## src/rtl/fpd_pkg.sv

```systemverilog
// Shared types and constants for the sequential single-precision divider.
// Operand format: {sign, exp[7:0], man[22:0]} plus an external hidden bit.
package fpd_pkg;

    localparam int unsigned EXP_W    = 8;
    localparam int unsigned MAN_W    = 23;
    localparam int unsigned BIAS     = 127;
    localparam int unsigned QUO_BITS = 26;
    localparam int unsigned CNT_W    = 5;

    localparam logic [EXP_W-1:0] INF_EXP = 8'hFF;

    typedef enum logic [1:0] {
        IDLE,
        DIV,
        NORM
    } state_t;

    typedef struct packed {
        logic             sign;
        logic [EXP_W-1:0] exp;
        logic [MAN_W-1:0] man;
    } fp_t;

endpackage

```

## src/rtl/fpd_mant_div.sv

```systemverilog
// Iterative restoring mantissa divider: one quotient bit per step, MSB first.
// The quotient has QUO_BITS bits; rem holds twice the partial remainder after each step.
module fpd_mant_div
    import fpd_pkg::*;
(
    input  logic                clk,
    input  logic                rst_n,
    input  logic                load,
    input  logic                step,
    input  logic [MAN_W-1:0]    man_a,
    input  logic [MAN_W-1:0]    man_b,
    output logic [QUO_BITS-1:0] quo,
    output logic [MAN_W+1:0]    rem,
    output logic                done_iter
);

    logic [MAN_W:0]   div_q;
    logic [CNT_W-1:0] cnt;
    logic [MAN_W+1:0] div_ext;
    logic [MAN_W+1:0] rem_sub;
    logic             q_bit;

    always_comb begin
        div_ext   = {1'b0, div_q};
        q_bit     = (rem >= div_ext);
        rem_sub   = q_bit ? (rem - div_ext) : rem;
        done_iter = (cnt == CNT_W'(QUO_BITS - 1));
    end

    always_ff @(posedge clk or negedge rst_n) begin
        if (!rst_n) begin
            rem   <= '0;
            div_q <= '0;
            quo   <= '0;
            cnt   <= '0;
        end else if (load) begin
            rem   <= {2'b01, man_a};
            div_q <= {1'b1, man_b};
            quo   <= '0;
            cnt   <= '0;
        end else if (step) begin
            // rem_sub < divisor here, so the left shift never loses a set bit
            rem <= rem_sub << 1;
            quo <= {quo[QUO_BITS-2:0], q_bit};
            cnt <= cnt + CNT_W'(1);
        end
    end

endmodule

```

## src/rtl/fpd_seq.sv

```systemverilog
// Sequential single-precision divider with start/done handshake, fixed 28-cycle latency.
// Define FPD_ROUND_EN for round-to-nearest-even; otherwise the mantissa is truncated.
module fpd_seq
    import fpd_pkg::*;
(
    input  logic        clk,
    input  logic        rst_n,
    input  logic        start,
    input  logic [31:0] in1,
    input  logic        additional1,
    input  logic [31:0] in2,
    input  logic        additional2,
    output logic        busy,
    output logic        done,
    output logic [31:0] out,
    output logic        additionalout
);

    state_t           state;
    fp_t              a_in;
    fp_t              b_in;
    logic             sign_q;
    logic [EXP_W-1:0] e1_q;
    logic [EXP_W-1:0] e2_q;
    logic             add1_q;
    logic             add2_q;

    logic                load;
    logic                step;
    logic [QUO_BITS-1:0] quo;
    logic [MAN_W+1:0]    rem;
    logic                done_iter;

    logic                q25;
    logic [MAN_W-1:0]    man_t;
    logic [MAN_W-1:0]    man_f;
    logic signed [9:0]   e_raw;
    logic signed [9:0]   e_fin;
    fp_t                 res;
    logic                res_norm;

    assign a_in = in1;
    assign b_in = in2;
    assign load = (state == IDLE) && start;
    assign step = (state == DIV);

    fpd_mant_div u_mant_div (
        .clk       (clk),
        .rst_n     (rst_n),
        .load      (load),
        .step      (step),
        .man_a     (a_in.man),
        .man_b     (b_in.man),
        .quo       (quo),
        .rem       (rem),
        .done_iter (done_iter)
    );

    always_comb begin
        q25   = quo[QUO_BITS-1];
        man_t = q25 ? quo[QUO_BITS-2:2] : quo[QUO_BITS-3:1];
        // modulo-1024 arithmetic reinterpreted as signed covers the full e1-e2 range
        e_raw = 10'(e1_q) - 10'(e2_q) + 10'(BIAS - 1) + 10'(q25);
    end

`ifdef FPD_ROUND_EN
    logic             guard;
    logic             sticky;
    logic [MAN_W:0]   man_sum;

    always_comb begin
        guard   = q25 ? quo[1] : quo[0];
        sticky  = (q25 & quo[0]) | (|rem);
        man_sum = {1'b0, man_t} + (MAN_W + 1)'(guard & (sticky | man_t[0]));
        man_f   = man_sum[MAN_W-1:0];
        e_fin   = e_raw + 10'(man_sum[MAN_W]);
    end
`else
    logic unused_trunc;

    always_comb begin
        man_f        = man_t;
        e_fin        = e_raw;
        unused_trunc = ^{quo[0], rem};
    end
`endif

    always_comb begin
        res      = '0;
        res_norm = 1'b0;
        if (!add1_q) begin
            res = '0;
        end else if (!add2_q) begin
            res.sign = sign_q;
            res.exp  = INF_EXP;
        end else if (e_fin >= 10'sd255) begin
            res.sign = sign_q;
            res.exp  = INF_EXP;
        end else if (e_fin <= 10'sd0) begin
            res = '0;
        end else begin
            res.sign = sign_q;
            res.exp  = e_fin[EXP_W-1:0];
            res.man  = man_f;
            res_norm = 1'b1;
        end
    end

    always_ff @(posedge clk or negedge rst_n) begin
        if (!rst_n) begin
            state         <= IDLE;
            busy          <= 1'b0;
            done          <= 1'b0;
            out           <= '0;
            additionalout <= 1'b0;
            sign_q        <= 1'b0;
            e1_q          <= '0;
            e2_q          <= '0;
            add1_q        <= 1'b0;
            add2_q        <= 1'b0;
        end else begin
            case (state)
                IDLE: begin
                    done <= 1'b0;
                    if (start) begin
                        sign_q <= a_in.sign ^ b_in.sign;
                        e1_q   <= a_in.exp;
                        e2_q   <= b_in.exp;
                        add1_q <= additional1;
                        add2_q <= additional2;
                        busy   <= 1'b1;
                        state  <= DIV;
                    end
                end
                DIV: begin
                    if (done_iter) begin
                        state <= NORM;
                    end
                end
                NORM: begin
                    out           <= res;
                    additionalout <= res_norm;
                    busy          <= 1'b0;
                    done          <= 1'b1;
                    state         <= IDLE;
                end
                default: begin
                    state <= IDLE;
                    busy  <= 1'b0;
                    done  <= 1'b0;
                end
            endcase
        end
    end

endmodule

```

## config.mk

```make
export PLATFORM = sky130hd
export DESIGN_NAME = fpd_seq
export DESIGN_NICKNAME = d
export VERILOG_FILES = /design/src/rtl/fpd_pkg.sv /design/src/rtl/fpd_mant_div.sv /design/src/rtl/fpd_seq.sv
export SDC_FILE = /design/constraint.sdc
export NUM_CORES = 1
export LEC_CHECK = 0
export ABC_CLOCK_PERIOD_IN_PS = 3300
export BUFFER_PORTS_ARGS = -buffer_cell sky130_fd_sc_hd__buf_4
export CAP_MARGIN = 30
export CORE_ASPECT_RATIO = 2
export CORE_MARGIN = 2
export CORE_UTILIZATION = 53
export CTS_CLUSTER_SIZE = 24
export DETAILED_ROUTE_END_ITERATION = 6
export PLACE_DENSITY = 0.88
export SLEW_MARGIN = 20
export SYNTH_ARGS = -nofsm -noshare
export SYNTH_HDL_FRONTEND = slang
export SYNTH_SLANG_ARGS = --single-unit
```

## constraint.sdc

```tcl
create_clock -name clk -period 3.3 [get_ports clk]
set_input_delay 0.495 -clock clk [delete_from_list [all_inputs] [get_ports clk]]
set_output_delay 0.495 -clock clk [all_outputs]
set_load 0.05 [all_outputs]
```

==> metrics.md, run 1 <==
| Metric | Value |
|---|---|
| Status | `finished with violations` |
| Failing checks | `setup timing` |
| Nets | `1033` |
| CTS root buffer | `clkbuf_16` |
| Die Span Y | `174 µm` |
| H-tree lvl count | `4` |
| Area after DPL | `8730 µm²` |
| Diode count | `0` |
| Final Cycle Share | `110%` |
| Starting density of the core | `53.6%` |
| Asr flop ratio synth | `100%` |
| Post-Syn Instances | `799` |
| CP Launch Type | `register` |
| Top FF cell, synth | `dfrtp_1` |
| Die Wd | `88.8 µm` |
| Crit path kind | `register to register` |
| Crit path capture type | `register` |
| WP data required | `3650 ps` |
| Routed Antenna Nets | `0` |
| Vias in the first global route | `7257` |
| Commonest non-fill, non-tap cell in the layout | `buf_4` |
| Gr ovfl total | `0` |
| Crit path DAT | `3980 ps` |
| Minimum clock period | `3630 ps` |
| Std-Cell Rows | `62` |
| CP Max Fanout | `6` |
| Initial DRC count | `747` |
| Residual DRC | `0` |
| Max Transition Viols Final | `0` |
| First-pass DRT Iterations | `7` |
| HP Class | `primary input to asynchronous set/reset pin` |
| Hold buffers post-CTS | `0` |
| Pin count of the biggest net entering global routing | `61` |
| Average size of a mapped cell | `9.53 µm²` |
| Hold Violations, Final | `0` |
| Achievable Freq | `275 MHz` |
| Total of max-cap violations | `0` |
| Antenna violations before repair | `0` |
| Final instance area | `10100 µm²` |
| Share of the synthesized area in the top cell type | `44.7%` |
| Fin Setup TNS | `-5600 ps` |
| TritonCTS Buffers | `17` |
| Clk_lat worst skew | `440 ps` |
| CTS clk-pin slew, worst paths | `70 ps` |
| Sequential area share after synthesis | `44.7%` |
| Global-route wire length before repair | `34400 µm` |
| TritonCTS clock tree | `done` |
| Post-Route WL | `24600 µm` |
| RePlAce Congestion | `0.913` |
| EDFF count, synth | `0` |
| IO Count | `104` |
| Area Growth Syn to Fin | `32.2%` |
| Placeable core region | `14200 µm²` |
| Synth area leader | `dfrtp_1` |
| Yosys warning total | `0` |
| Synth top area cells | `dfrtp_1 45%, nand2_1 6.0%, ha_1 5.9%` |
| Clk sinks | `136` |
| Clock buffer depth | `2` |
| DR vias | `7344` |
| Number of port buffers | `103` |
| Wirelength per Cell | `21.7 µm` |
| Die ar. | `15400 µm²` |
| Cell Area, Synth | `7610 µm²` |
| Post-synth cell types | `69` |
| Detail Placement HPWL | `12900 µm` |
| Syn nets | `906` |
| Total GRT Usage | `28.5%` |
| Worst setup margin | `-334 ps` |
| Register bit count reported by yosys | `136` |
| Rel. slew slack | `29.6%` |
| RSZ-0062 raised after global routing | `yes` |
| Commonest cells after routing, fill and taps aside | `137 x buf_4, 136 x dfrtp_1, 118 x nand2_1` |
| Share of layout cells above drive strength 1 | `26.9%` |
| Final setup fails | `32` |
| Skew final | `13.3 ps` |
| Pin slew with the least headroom to its limit | `1050 ps` |
| Post-DR vias/cell | `6.49` |
[critical path, stage by stage (launching register included)]
cell       delay [ps]
dfrtp_1           370
inv_2              70
ha_4              130
inv_2              40
fa_2              390
a211oi_4          320
o21ba_4           210
nor2_2             60
buf_6             150
buf_12            120
a2111oi_4         380
a21oi_2           160
o21ai_4           180
nand4b_1          240
buf_6             210
buf_12            120
buf_16            140
o31ai_2           230
[kinds of logic (layout without fill, tap and decap cells)]
| logic type | Yosys count | in the layout | share of synthesized area, % |
|---|---|---|---|
| buf+inv | 88 | 228 | 4.60 |
| compound gates | 242 | 242 | 22.0 |
| fa+ha+maj | 38 | 38 | 6.44 |
| mux | 39 | 39 | 5.13 |
| simple gates | 227 | 227 | 13.8 |
| flops | 136 | 136 | 44.7 |
| xor+xnor | 29 | 29 | 3.34 |
[registers in the layout, indices dropped and copies added (netlist names)]
signal / count
out: 32
u_mant_div.quo: 26
u_mant_div.rem: 25
u_mant_div.div_q: 24
e1_q: 8
e2_q: 8
u_mant_div.cnt: 5
state: 2
add1_q: 1
add2_q: 1
additionalout: 1
busy: 1
done: 1
sign_q: 1
[layer usage]
| layer | share of wire (%) | wire (µm) | up-vias | GRT usage [%] |
|---|---|---|---|---|
| li1 | - | - | 3149 | - |
| met1 | 35 | 8590 | 3553 | 32.6 |
| met2 | 50 | 12300 | 484 | 46.9 |
| met3 | 8.4 | 2070 | 158 | 7.00 |
| met4 | 6.5 | 1590 | 0 | 16.5 |
| met5 | 0 | 0 | - | 0 |
[path summary, 6_finish.rpt]
path	endpoint	depth (start not counted)	slack, ps	start
max	out[17]	17	-330	e1_q[0]
min	e2_q[2]	1	100	rst_n
max reg2reg	out[17]	17	-330	e1_q[0]
min reg2reg	e1_q[5]	2	500	e1_q[5]
max in group asynchronous	u_mant_div.rem[13]	2	2340	rst_n
min in group clk	e1_q[3]	3	250	in1[26]
[Yosys cell counts, types with 12 or more instances]
cell type and number:
dfrtp_1 136, nand2_1 121, o21ai_0 66, inv_1 45, a21oi_1 43, mux2i_1 39, ha_1 36, clkbuf_1 33
o31ai_1 27, a22o_1 26, nor2_1 22, nor3_1 20, xnor2_1 19, or3_1 17, nand3_1 12
[cell type report]
class | instances | area, µm²
clock buffers | 17 | 425
multi-input cells | 575 | 4330
clock inverters | 15 | 203
repair buffers | 151 | 1300
fillers | 919 | 4130
flip-flops and latches | 136 | 3400
well taps | 192 | 240
inverters | 45 | 169
[metrics by stage]
stage          setup WS [ps]  hold WS [ps]  utilization, %  cells
2_1_floorplan           3.90           199               -    799
3_3_place_gp           -96.9           431            61.5   1080
3_5_place_dp            -202           458            61.5   1080
4_1_cts                -69.1           117            67.3   1121
5_1_grt                 -356           157            70.9   1131
6_report                -334          98.9            70.9   1131
[repair_timing]
item | 4_1_cts | 5_1_grt
resized for setup | 18 | 66
endpoints found under the setup margin | 31 | 48
pin swaps | 5 | 36
cloned | 3 | 2
buffers inserted | 6 | 9
Power of run 1 is not shown: default switching activity piles up to over one toggle a cycle in this logic, so the estimate is an artifact.
==> inputs of run 2 (changes only) <==
Settings changed: ABC_AREA from default to 1, BUFFER_PORTS_ARGS -buffer_cell sky130_fd_sc_hd__buf_4 to default, CORE_UTILIZATION 53 to 55, DONT_BUFFER_PORTS from default to 1, MAX_ROUTING_LAYER from default to met4, PLACE_DENSITY 0.88 to 0.84.
==> run 2 against run 1 <==
- the flow finishes with violations (hold timing)
- design area down 13%
- via count down 3.2%
- sequential cell count unchanged
- critical path type unchanged
==> metrics.md, run 2 <==
| Metric | Value |
|---|---|
| Register bit count reported by yosys | `136` |
| Met1 wire length | `7130 µm` |
| Placeable core region | `14400 µm²` |
| Regs by FF count | `out: 32 flops, u_mant_div.quo: 26 flops, u_mant_div.rem: 25 flops` |
| Synth Area in XOR/XNOR | `2.49%` |
| WP data required | `3650 ps` |
| Initial DRC count | `306` |
| CP max stage delay | `460 ps` |
| Share of layout cells above drive strength 1 | `7.22%` |
| Residual DRC | `0` |
| Synth area leader | `dfrtp_1` |
| EDFF count, synth | `0` |
| Largest family of logic cells by synthesized area | `simple AND/OR/NAND/NOR gates` |
| HP Class | `primary input to asynchronous set/reset pin` |
| DR vias | `7111` |
| Reg2reg start | `e1_q[0]` |
| Starting density of the core | `56.5%` |
| Diode count | `0` |
| Wirelength per Cell | `15.5 µm` |
| VDD IR max | `0.780 mV` |
| Met3 WL | `711 µm` |
| Top Metal Used | `met4` |
| Commonest non-fill, non-tap cell in the layout | `nand2_1` |
| Area Growth Syn to Fin | `8.68%` |
| Antenna violations before repair | `0` |
| Total GRT Usage | `25.8%` |
| Status | `finished with violations` |
| Top post-synthesis cells by count | `353 x nand2_1, 136 x dfrtp_1, 111 x inv_1` |
| Routed Antenna Nets | `0` |
| Crit path DAT | `3360 ps` |
| Skew final | `11.7 ps` |
| Post-DR vias/cell | `5.53` |
| DP Cell Count | `1252` |
| Gr ovfl total | `0` |
| Sequential area share after synthesis | `42.0%` |
| Asr flop ratio synth | `100%` |
| Largest Register | `out` |
| Synth Area in Simple Gates | `27.7%` |
| Rel. slew slack | `37.9%` |
| Global-route wire length before repair | `31900 µm` |
| H-tree lvl count | `4` |
| CTS clk-pin slew, worst paths | `60 ps` |
| Post-Route WL | `19900 µm` |
| Die ar. | `15800 µm²` |
| CP Max Fanout | `16` |
| Cell with the most instances after synthesis | `nand2_1` |
| Detail Placement HPWL | `13800 µm` |
| Clock buffer depth | `2` |
| Syn nets | `1198` |
| Total of max-cap violations | `0` |
| Max reg flops | `32` |
| Minimum clock period | `3000 ps` |
| RePlAce Congestion | `1.02` |
| Static leakage | `4.38 nW` |
| Failing checks | `hold timing` |
| Clk sinks | `136` |
| Crit path kind | `register to register` |
| CTS root buffer | `clkbuf_16` |
| Worst setup margin | `298 ps` |
| TritonCTS clock tree | `done` |
| Hold WS | `-228 ps` |
| Finished Layout Cells | `1286` |
| Post-Syn Instances | `1091` |
| Std-Cell Rows | `62` |
| Clk_lat worst skew | `420 ps` |
| Most frequent CP cell | `nand2_2` |
| RSZ-0062 raised after global routing | `no` |
| Die Span Y | `176 µm` |
| Fin Setup TNS | `0 ps` |
| Share of the synthesized area in the top cell type | `42.0%` |
| Vias in the first global route | `7058` |
| Average size of a mapped cell | `7.43 µm²` |
| Final setup fails | `0` |
| Pin slew with the least headroom to its limit | `932 ps` |
| Worst r2r dst | `out[19]` |
| Fillers | `1320` |
| R2R depth | `19` |
| Cell Area, Synth | `8100 µm²` |
| Worst-path cell chain | `inv_1 > ha_1 > inv_1 > fa_1 > inv_1 > nand2_1 > nand2_2 > nand2_2 > inv_2 > nand3_2 > nor2_2 > nand3_2 > nand3_1 > nand2_2 > nand3_1 > nand2_2 > nor2_4 > nand3_1 > nand2_1` |
| CP Launch Type | `register` |
| IO Count | `104` |
| Pin count of the biggest net entering global routing | `137` |
| Crit-path slowest cell | `nor2_4` |
| Achievable Freq | `333 MHz` |
| R2R Setup Slk | `300 ps` |
| Power Dens Cells | `1300 nW/µm²` |
| Max Transition Viols Final | `0` |
| Synth top area cells | `dfrtp_1 42%, nand2_1 16%, o21ai_0 6.2%` |
| Pre-CTS setup slack | `192 ps` |
| Met2 wire len | `11000 µm` |
| Final Cycle Share | `91.0%` |
| TritonCTS Buffers | `17` |
| Die Wd | `89.8 µm` |
| Number of port buffers | `0` |
| Hold Violations, Final | `136` |
| Compound-Gate Fraction of Synth Area | `13.5%` |
| Crit path capture type | `register` |
| Nets | `1188` |
| First-pass DRT Iterations | `5` |
| Yosys warning total | `0` |
| Post-synth cell types | `41` |
| Portion of netlist area occupied by mux cells | `0%` |
| Commonest cells after routing, fill and taps aside | `353 x nand2_1, 136 x dfrtp_1, 111 x inv_1` |
| Top FF cell, synth | `dfrtp_1` |
| Adder-cell share of the synthesized area | `6.05%` |
## run 2: changes by cell type after synthesis, sizes merged, moves of 9 or more
cell	previous run	this run
mux2i	39	0
o21ai	69	109
a22o	26	0
nor3	20	7
clkbuf	33	24
inv	45	116
o31ai	28	0
or3	18	0
nor2	23	75
nand2	121	362
o22ai	6	26
nand3	12	77
## run 2: kinds of logic (layout without fill, tap and decap cells)
group           Yosys count  after routing
compound gates          199            200
xor+xnor                 23             23
fa+ha+maj                38             38
buf+inv                 159            160
flops                   136            136
simple gates            536            537
## run 2: power breakdown
group,switching (mW),internal (mW)
registers,0.422,2.27
clock network,0.820,1.07
logic,4.52,2.37
total,5.76,5.72
## run 2: worst max-delay path by stage
stage | start | endpoint | slack [ps]
global placement | e1_q[0] | out[5] | 330
finish | e1_q[0] | out[19] | 300
CTS | e1_q[0] | out[3] | 180
floorplan | e1_q[0] | out[19] | 650
global route | e1_q[0] | out[13] | 30
detailed placement | e1_q[0] | out[3] | 190
## run 2: final cells by class
type | count | area (µm²) | area share (%)
clock buffers | 17 | 425 | 4.83
clock inverters | 15 | 154 | 1.75
inverters | 117 | 439 | 4.99
multi-input cells | 798 | 4060 | 46.1
flip-flops and latches | 136 | 3400 | 38.7
well taps | 192 | 240 | 2.73
repair buffers | 11 | 82.6 | 0.938
## run 2: critical path, delay by kind of cell, from the launching register on
kind,cells,cell delay [ps]
buffers and inverters,4,310
adders and majority gates,2,590
DFF,1,360
and+or+nand+nor,13,1670
## run 2: what timing repair did
item                                   in CTS  in global routing
setup endpoints to repair                   0                 32
gates resized for setup                     0                  2
endpoints found under the hold margin     136                136
setup buffers                               0                  0
## run 2: per-stage QoR
stage          total power, mW  hold slack, ps  utilization, %  area [µm²]
2_1_floorplan             7.98             199               -        8100
3_3_place_gp              9.13             204            57.1        8200
3_5_place_dp              9.34             204            57.1        8200
4_1_cts                   11.3            -239            61.2        8780
5_1_grt                   12.5            -247            61.4        8800
6_report                  11.5            -228            61.4        8800
## run 2: layer usage
| metal | up-vias | GRT usage (%) |
|---|---|---|
| li1 | 3518 | - |
| met1 | 3324 | 25.6 |
| met2 | 197 | 48.0 |
| met3 | 72 | 3.78 |
| met4 | 0 | 14.4 |
| met5 | - | - |
Note: power is estimated with default switching activity, not from simulation.
==> inputs of run 3 (changes only) <==
Settings changed: ABC_AREA 1 to default.
==> run 3 against run 2 <==
- the run ends with hold timing, setup timing left
- via count down 12%
- highest routed layer unchanged
- critical path type unchanged
- sequential share of layout area shrank 0.29 points
- maximum frequency down 11%
- die area fell by 5.8%
- design area grew 0.75%
- register-to-register slack worse by 380 ps
- global-route usage rose by 1.1 points
- critical endpoint unchanged
- final cell count shrank 23%
==> metrics.md, run 3 (synthesis results as in run 1) <==
| Metric | Value |
|---|---|
| Status | `finished with violations` |
| Failing checks | `hold timing, setup timing` |
| Worst-path cell chain | `inv_2 > ha_4 > inv_2 > fa_2 > a211oi_4 > buf_4 > o21ba_4 > nor2_2 > or3_4 > or3_4 > a2111oi_4 > nand4b_1 > buf_6 > buf_12 > o31ai_2` |
| Commonest non-fill, non-tap cell in the layout | `dfrtp_1` |
| Starting density of the core | `56.4%` |
| CP Max Fanout | `6` |
| WP data required | `3590 ps` |
| Clk sinks | `136` |
| Crit path capture type | `register` |
| Share of layout cells above drive strength 1 | `15.7%` |
| Beginning of the critical path | `e1_q[0]` |
| DR vias | `6263` |
| First-pass DRT Iterations | `5` |
| Pin slew with the least headroom to its limit | `860 ps` |
| Worst setup margin | `-77.3 ps` |
| Crit path DAT | `3670 ps` |
| Rel. slew slack | `42.6%` |
| CP max stage delay | `380 ps` |
| Nets | `927` |
| CP delay by family, top | `simple AND/OR/NAND/NOR gates` |
| Total of max-cap violations | `0` |
| Max Transition Viols Final | `0` |
| CTS root buffer | `clkbuf_16` |
| Total GRT Usage | `26.9%` |
| Vias in the first global route | `6495` |
| Max reg flops | `32` |
| RSZ-0062 raised after global routing | `yes` |
| Final setup fails | `24` |
| Wirelength per Cell | `19.2 µm` |
| H-tree lvl count | `4` |
| TritonCTS clock tree | `done` |
| Initial DRC count | `272` |
| WP buf/inv | `5` |
| HP Class | `primary input to asynchronous set/reset pin` |
| Final Cycle Share | `102%` |
| CTS clk-pin slew, worst paths | `60 ps` |
| Clk_lat worst skew | `420 ps` |
| TritonCTS Buffers | `17` |
| Reg2reg start | `e1_q[0]` |
| Routed Antenna Nets | `0` |
| Area after DPL | `7930 µm²` |
| Residual DRC | `0` |
| Antenna violations before repair | `0` |
| Pin count of the biggest net entering global routing | `137` |
| Achievable Freq | `296 MHz` |
| Area Growth Syn to Fin | `16.5%` |
| Detail Placement HPWL | `12600 µm` |
| CP Launch Type | `register` |
| Gr ovfl total | `0` |
| Std-Cell Rows | `60` |
| Global-route wire length before repair | `30400 µm` |
| Diode count | `0` |
| Number of port buffers | `0` |
| Hold Violations, Final | `136` |
| Hold WS | `-233 ps` |
| Post-DR vias/cell | `6.34` |
| Skew final | `12.1 ps` |
| RePlAce Congestion | `0.949` |
| Minimum clock period | `3380 ps` |
| Die Wd | `87.2 µm` |
| Clock buffer depth | `2` |
| Crit path kind | `register to register` |
| Placeable core region | `13500 µm²` |
| Die ar. | `14900 µm²` |
| Die Span Y | `170 µm` |
| Crit-path slowest cell | `dfrtp_1` |
| Post-Route WL | `19000 µm` |
| Commonest cells after routing, fill and taps aside | `136 x dfrtp_1, 120 x nand2_1, 63 x o21ai_0` |
| Largest Register | `out` |
| Regs by FF count | `out: 32 flops, u_mant_div.quo: 26 flops, u_mant_div.rem: 25 flops` |
| Final instance area | `8870 µm²` |
| IO Count | `104` |
-- run 3: layer usage --
layer	track usage, %	vias to the layer above	share of wire (%)
met4	17.1	0	6.0
met2	47.1	218	55
met1	26.7	3029	35
met5	-	-	0
li1	-	2938	-
met3	4.85	78	4.0
-- run 3: final timing paths --
path,endpoint,slack (ps),depth (start not counted)
max,out[19],-80,15
min,u_mant_div.div_q[6],-230,0
max reg2reg,out[19],-80,15
min reg2reg,u_mant_div.div_q[23],450,2
max in group asynchronous,out[6],3290,0
min in group clk,e1_q[7],190,2
-- run 3: stage by stage --
stage / hold slack [ps] / std cells / util [%] / setup WS, ps / TNS [ps]
3_5_place_dp: 202 / 943 / 58.7 / -179 / -4350
5_1_grt: -253 / 988 / 65.6 / -203 / -4850
2_1_floorplan: 199 / 799 / - / 3.90 / 0
6_report: -233 / 988 / 65.6 / -77.3 / -1520
4_1_cts: -248 / 984 / 65.0 / -59.4 / -316
3_3_place_gp: 203 / 943 / 58.7 / -76.1 / -914
-- run 3: area by class of cell --
type                            count  area, µm²
Clock buffer                       17        425
Clock inverter                     15        131
Fill cell                        1019       4640
Inverter                           45        169
Multi-Input combinational cell    575       4110
Sequential cell                   136       3400
Tap cell                          155        194
Timing Repair Buffer               45        443
-- run 3: timing repair --
| item | CTS | global route |
|---|---|---|
| setup buffers | 7 | 4 |
| endpoints found under the setup margin | 33 | 53 |
| resized for setup | 40 | 14 |
| pin swaps | 18 | 9 |
| gates cloned | 3 | 0 |
| hold endpoints to repair | 136 | 136 |
-- run 3: worst register-to-register path: stages (launching register included) --
cell and delay [ps]:
dfrtp_1 380, inv_2 80, ha_4 140, inv_2 40, fa_2 360, a211oi_4 290, buf_4 170, o21ba_4 130
nor2_2 50, or3_4 340, or3_4 350, a2111oi_4 360, nand4b_1 210, buf_6 170, buf_12 140, o31ai_2 70
Power of run 3 is left out for the same reason.
